File: src/rtl/exmem_pkg.sv
// Shared types and default sizes for the EX/MEM pipeline register.
package exmem_pkg;
  typedef enum logic [1:0] {
    EMPTY = 2'd0,
    BUSY  = 2'd1,
    FULL  = 2'd2
  } pipe_state_e;

  localparam int DEF_DATA_WIDTH = 32;
  localparam int DEF_NUM_LANES  = 2;
  localparam int DEF_CTRL_WIDTH = 8;
endpackage

File: src/rtl/pipe_slot.sv
// Load-enabled storage slot for one beat (lanes + control); clears to 0 on reset.
module pipe_slot #(
  parameter int W = 72
) (
  input  logic         clk,
  input  logic         rst_n,
  input  logic         ld,
  input  logic [W-1:0] d,
  output logic [W-1:0] q
);
  always_ff @(posedge clk or negedge rst_n) begin
    if (!rst_n)  q <= '0;
    else if (ld) q <= d;
  end
endmodule

File: src/rtl/exmem_pipe_reg.sv
// EX->MEM valid/ready pipeline register with flush.
// Define EXMEM_SKID_EN for the two-entry variant with a registered in_ready.
module exmem_pipe_reg
  import exmem_pkg::*;
#(
  parameter int DATA_WIDTH = DEF_DATA_WIDTH,
  parameter int NUM_LANES  = DEF_NUM_LANES,
  parameter int CTRL_WIDTH = DEF_CTRL_WIDTH
) (
  input  logic                            clk,
  input  logic                            rst_n,
  input  logic                            flush,
  input  logic                            in_valid,
  output logic                            in_ready,
  input  logic [NUM_LANES*DATA_WIDTH-1:0] in_data,
  input  logic [CTRL_WIDTH-1:0]           in_ctrl,
  output logic                            out_valid,
  input  logic                            out_ready,
  output logic [NUM_LANES*DATA_WIDTH-1:0] out_data,
  output logic [CTRL_WIDTH-1:0]           out_ctrl
);
  localparam int DW = NUM_LANES * DATA_WIDTH;
  localparam int SW = DW + CTRL_WIDTH;

  pipe_state_e   state_q, state_d;
  logic          in_fire, out_fire, main_ld;
  logic [SW-1:0] in_word, main_d, main_q;

  assign in_word   = {in_ctrl, in_data};
  assign out_valid = (state_q != EMPTY);
  assign in_fire   = in_valid & in_ready;
  assign out_fire  = out_valid & out_ready;

`ifdef EXMEM_SKID_EN
  logic          skid_ld, from_skid;
  logic [SW-1:0] skid_q;

  assign in_ready = (state_q != FULL);
  assign main_d   = from_skid ? skid_q : in_word;

  pipe_slot #(.W(SW)) u_skid (
    .clk(clk), .rst_n(rst_n), .ld(skid_ld), .d(in_word), .q(skid_q)
  );
`else
  assign in_ready = !out_valid || out_ready;
  assign main_d   = in_word;
`endif

  pipe_slot #(.W(SW)) u_main (
    .clk(clk), .rst_n(rst_n), .ld(main_ld), .d(main_d), .q(main_q)
  );

  assign out_data = main_q[DW-1:0];
  assign out_ctrl = main_q[SW-1:DW];

  always_ff @(posedge clk or negedge rst_n) begin
    if (!rst_n) state_q <= EMPTY;
    else        state_q <= state_d;
  end

  // Flush suppresses every load, so held data just goes stale behind out_valid=0.
  always_comb begin
    state_d = state_q;
    main_ld = 1'b0;
`ifdef EXMEM_SKID_EN
    skid_ld   = 1'b0;
    from_skid = 1'b0;
`endif
    if (flush) begin
      state_d = EMPTY;
    end else begin
      case (state_q)
        EMPTY: if (in_fire) begin
          state_d = BUSY;
          main_ld = 1'b1;
        end
        BUSY: begin
          if (in_fire && out_fire) main_ld = 1'b1;
          else if (out_fire)       state_d = EMPTY;
`ifdef EXMEM_SKID_EN
          else if (in_fire) begin
            state_d = FULL;
            skid_ld = 1'b1;
          end
`endif
        end
`ifdef EXMEM_SKID_EN
        FULL: if (out_fire) begin
          state_d   = BUSY;
          main_ld   = 1'b1;
          from_skid = 1'b1;
        end
`endif
        default: state_d = EMPTY;
      endcase
    end
  end
endmodule

File: config.mk
export PLATFORM = sky130hd
export DESIGN_NAME = exmem_pipe_reg
export DESIGN_NICKNAME = d
export VERILOG_FILES = /design/src/rtl/exmem_pkg.sv /design/src/rtl/pipe_slot.sv /design/src/rtl/exmem_pipe_reg.sv
export SDC_FILE = /design/constraint.sdc
export NUM_CORES = 1
export LEC_CHECK = 0
export BUFFER_PORTS_ARGS = -buffer_cell sky130_fd_sc_hd__clkbuf_2
export CORE_UTILIZATION = 46
export CTS_CLUSTER_DIAMETER = 200
export DETAILED_ROUTE_END_ITERATION = 7
export PLACE_DENSITY = 0.85
export SYNTH_ARGS = -nofsm -noshare
export SYNTH_HDL_FRONTEND = slang
export SYNTH_SLANG_ARGS = --single-unit
File: constraint.sdc
create_clock -name clk -period 1.8 [get_ports clk]
set_input_delay 0.36 -clock clk [delete_from_list [all_inputs] [get_ports clk]]
set_output_delay 0.36 -clock clk [all_outputs]
set_load 0.05 [all_outputs]
* Word level (Yosys, flattened, before mapping)
Cells that the tools add are included.
** Cells by class
- Mux-type cells :: 9
- Add/subtract/negate cells :: 0
- Multipliers :: 0
- Reductions and logical operators :: 6
- Divide/modulo/power cells :: 0
- Order comparisons :: 0
- Bitwise logic cells :: 2
- Eq/ne operators :: 4
- Shift operators :: 0
** Operators with widths (count)
- != test 3 bit, second input constant :: 3
- two-way mux 2 bit :: 4
- one-hot mux 2 bit (2 select lines) :: 1
- two-way mux 1 bit :: 3
- AND reduction 3 bit :: 1
- bitwise AND 1 bit :: 2
- == test 2 x 1 -> 1 bit, second input constant :: 1
- zero test 2 bit :: 1
- one-hot mux 1 bit (2 select lines) :: 1
- nonzero test 2 bit :: 1
- logical AND 1 bit :: 1
- zero test 1 bit :: 1
- logical OR 1 bit :: 1
** Word-level totals
- Memories :: 0
- ROM bits :: 0
- Register bits after elaboration :: 74
- Memory bits (writable) :: 0
- Latch bits :: 0
- Logic and storage cells :: 23
- Output and inout port bits :: 74
- Bits of input ports :: 77

* Logic depth before layout (Yosys ltp)
- Word-level depth :: 8
- Mapped depth :: 5
- Mapped depth without buffers :: 3

* By module
A second synthesis with hierarchy kept.
** Second synthesis, totals
- Cell total of the unflattened synthesis :: 157
- Area total of the unflattened synthesis :: 3086.7 um^2
** Modules (own cells, without submodules)
- pipe_slot :: cells each 152, seq. area each 1801.7 um^2, times used 1, area each 3026.7 um^2
- exmem_pipe_reg :: cells each 5, seq. area each 25.0 um^2, times used 1, area each 60.1 um^2

* Least setup slack after synthesis
OpenSTA, ideal clock, no wires.
- Path type :: flip-flop to flip-flop
- Start point :: reg state_q[0]
- End point :: reg u_main.q[0]
- Data arrival time :: 1571 ps
- Required time :: 1675 ps
- Cell stages (with the launch flop) :: 6
- Slack :: 104 ps
- Setup time :: 125 ps
- Period minus slack after synthesis :: 1696 ps
- Buffers on the path :: 2
- Cells stage by stage :: dfrtp_1 nor2b_4 nor3b_2 buf_6 buf_12 mux2_4
** On the way
- Word-level cells in the longest chain between the ends :: 8
- Elaborated cells between the ends (all ways) :: 12
- Those cells by class :: 1 x eq/ne; 4 x mux; 2 x bitwise; 5 x reduce/logical
** RTL lines
- from (decl) :: line exmem_pipe_reg.sv:25 : pipe_state_e state_q, state_d;
- from (signal assigned) :: line exmem_pipe_reg.sv:58 : else state_q <= state_d;
- nonzero test 2 bit :: line exmem_pipe_reg.sv:30 : assign out_valid = (state_q != EMPTY);
- zero test 1 bit :: line exmem_pipe_reg.sv:45 : assign in_ready = !out_valid || out_ready;
- logical OR 1 bit :: line exmem_pipe_reg.sv:45
- bitwise AND 1 bit :: line exmem_pipe_reg.sv:31 : assign in_fire = in_valid & in_ready;
- logical AND 1 bit :: line exmem_pipe_reg.sv:78 : if (in_fire && out_fire) main_ld = 1'b1;
- two-way mux 1 bit :: line exmem_pipe_reg.sv:78
- one-hot mux 1 bit (2 select lines) (*) :: line exmem_pipe_reg.sv:72 : case (state_q)
- two-way mux 1 bit (*) :: line exmem_pipe_reg.sv:69 : if (flush) begin
- to (signal assigned) :: line pipe_slot.sv:12 : if (!rst_n) q <= '0;
- to (signal assigned) :: line pipe_slot.sv:13 : else if (ld) q <= d;
- to (decl) :: line pipe_slot.sv:9 : output logic [W-1:0] q
Mark *: on every way between the ends. The rest lies on a longest branch, timed or not.
A chain may end at the register's enable or synchronous reset.

* Final worst setup path
- Start point :: reg state_q[0]
- End point :: reg u_main.q[65]
The elaborated chain is that of the path after synthesis.

==> out/results.ini <==
[timing]
worst_pin_slew_ns=0.450
post-route-min-period_ns=1.63
fmax_mhz=615
setup-tns-final_ns=0
slew_headroom_pct=70.0
setup_viol=0
rsz0062_at_grt=no
finalMaxSlewViolations=0
final-hold-violation-count=0
fin_crit_sh_pct=90.3
clock_skew_ns=0.00698
whs_ns=0.240

[synthesis]
synth_area_leaders=dfrtp_1 59%, mux2_4 34%, buf_12 4.5%, mux2_2 0.73%, nor2b_4 0.45%
yosys.area.top_type=dfrtp_1
synthesis.area_um2=3090
synthTopCellsByCount=73 x dfrtp_1, 70 x mux2_4, 7 x buf_12, 2 x mux2_2, 2 x nor2_1
synth_top_flop_cell=dfrtp_1
yosys.area_share.adder_pct=0
ys_types=9
synth-xor-area-share_pct=0
ys_warn_count=0
ys_seq_area_share_pct=59.1
synth-seq-cells=73
synth_mux_area_share_pct=34.8
synth_nets=235
syn_inst=158
synth_area_per_cell_um2=19.6
ys_async_sr_fraction_pct=100
synth-compound-area-share_pct=0
synth_edf_count=0
synth-simple-area-share_pct=1.09
synth.most_common_cell=dfrtp_1
synth_top_family_by_area=multiplexers
synth_top_area_share_pct=59.1

[worst_setup_path]
path_class=reg2reg
critical_path_buf_inv_count=1
required_ns=2.00
cp_max_fo=43
cp_cell_sequence=nor2b_4 > nor3b_4 > buf_12 > mux2_4
cpPeakStageDelay_ns=0.38
r2r_end=u_main.q[65]
crit_path_start_kind=flip-flop
r2r_setup_slack_ns=0.17
end_kind=flip-flop
r2r_start=state_q[0]
reg2reg_depth=4
crit_family=simple AND/OR/NAND/NOR gates
worstPathArrival_ns=1.83
cp_slowest_cell=dfrtp_1

[finish]
diodes=0
drive_gt1_share_pct=75.3
final_cells=397
regArea_um2=1830
multi_input_area_um2=1110
area_growth_pct=30.4
nNetsFinal=392
fillers=516

[clock_network]
cts_setup_buffers=0
clk_latency_ns=0.32
cts_buffers=9
htreeDepth=3
cts_resized=0
clockBufferDepth=2
tritoncts=yes
cts.sinks=73
cts_hold_buf=1
ctsRootBufferMaster=clkbuf_8
clk_pin_slew_ns=0.07

[power_and_ir_drop]
max-vdd-ir-drop_mv=0.636
p_per_area_nw_per_um2=1260
p_leak_nw=2.14

[floorplan]
die_w_um=84.0
core_um2=6420
initial_core_util_pct=48.1
dieArea_um2=7050
die_h_um=84.0
ioPinCount=151
num_rows=29

[flow_run]
cap_violations=0

[routing]
first_pass_iters=6
via_count=1852
wl_per_cell_um=14.7
wirelength_mm=5.85
route.detailed.drc=17
ant_nets=0
vias_per_cell=4.66
drt_iter0_markers=55

[global_route]
grt_first_pass_wirelength_mm=9.41
grt_remaining_overflow=0
grt_max_degree=44
antenna_found_initial=0
use_met1_pct=22.3
grtUsageMet3_pct=4.55
grt_busiest_layer=met2
grt_pass1_vias=1960
grt_util_all_layers_pct=17.2
use_met2_pct=27.3

[status]
status=finished with violations
violations=design-rule violations

[worst_hold_path]
hold_end=state_q[0]
min_path_cells=2
hold_start=flush
min_path_type=in2reg

[placed_design]
globalplace.congestion=0.705
port_buffers=150
dpl.hpwl_mm=4.30
placed_cells=380

-- where the power goes --
part	leakage, nW	internal, W	switching (W)
Clock	0.0870	0.000499	0.000559
Combinational	1.20	0.000636	0.00130
Sequential	0.859	0.00192	0.000167
-- layer usage --
| metal | vias up | wire length (um) |
|---|---|---|
| met1 | 900 | 2490 |
| li1 | 858 | - |
| met4 | 0 | 74 |
| met3 | 8 | 387 |
| met5 | - | 0 |
| met2 | 86 | 2900 |
-- worst max path at each step --
stage / startpoint / slack [ns] / endpoint / depth (start not counted)
final: state_q[0] / 0.17 / u_main.q[65] / 4
after global routing: state_q[0] / 0.12 / u_main.q[7] / 4
after floorplan: state_q[0] / 0.10 / u_main.q[0] / 5
after CTS: state_q[0] / 0.17 / u_main.q[52] / 4
after global placement: out_ready / 0.21 / u_main.q[11] / 5
after detailed placement: out_ready / 0.17 / u_main.q[26] / 5
-- stage by stage --
step	total power (W)	cell area (um2)	setup WS [ns]	utilization (%)
4_1_cts	0.00515	4030	0.170	62.7
5_1_grt	0.00532	4030	0.119	62.7
3_5_place_dp	0.00406	3850	0.170	60.0
2_1_floorplan	0.00359	3090	0.104	-
3_3_place_gp	0.00402	3850	0.211	60.0
6_report	0.00509	4030	0.175	62.7
-- layout make-up --
class                   count  area share [%]
clock buffers              11            3.26
clock inverters             5           0.808
well taps                  77            2.39
flip-flops and latches     73            45.4
repair buffers            154            20.4
inverters                   1          0.0932
multi-input cells          76            27.6
-- worst register-to-register path, cell delays in order (launching register included) --
cell	delay [ns]
dfrtp_1	0.38
nor2b_4	0.14
nor3b_4	0.28
buf_12	0.33
mux2_4	0.37
-- kinds of logic (layout without fill, tap and decap cells) --
logic type,after synthesis,in the layout
AND/OR/NAND/NOR,4,4
buffers and inverters,9,171
flip-flops,73,73
multiplexers,72,72
-- sequential cells by signal, indices dropped and copies added, names as in the netlist --
| register | count |
|---|---|
| u_main.q | 72 |
| state_q | 1 |
-- layout by cell type (no fill, tap or decap), drive strengths merged --
cell         count
buf              4
clkbuf         160
clkinv           5
dfrtp           73
dlygate4sd3      1
inv              1
mux2            72
nor2             2
nor2b            1
nor3b            1
(Power assumes the default switching activity.)
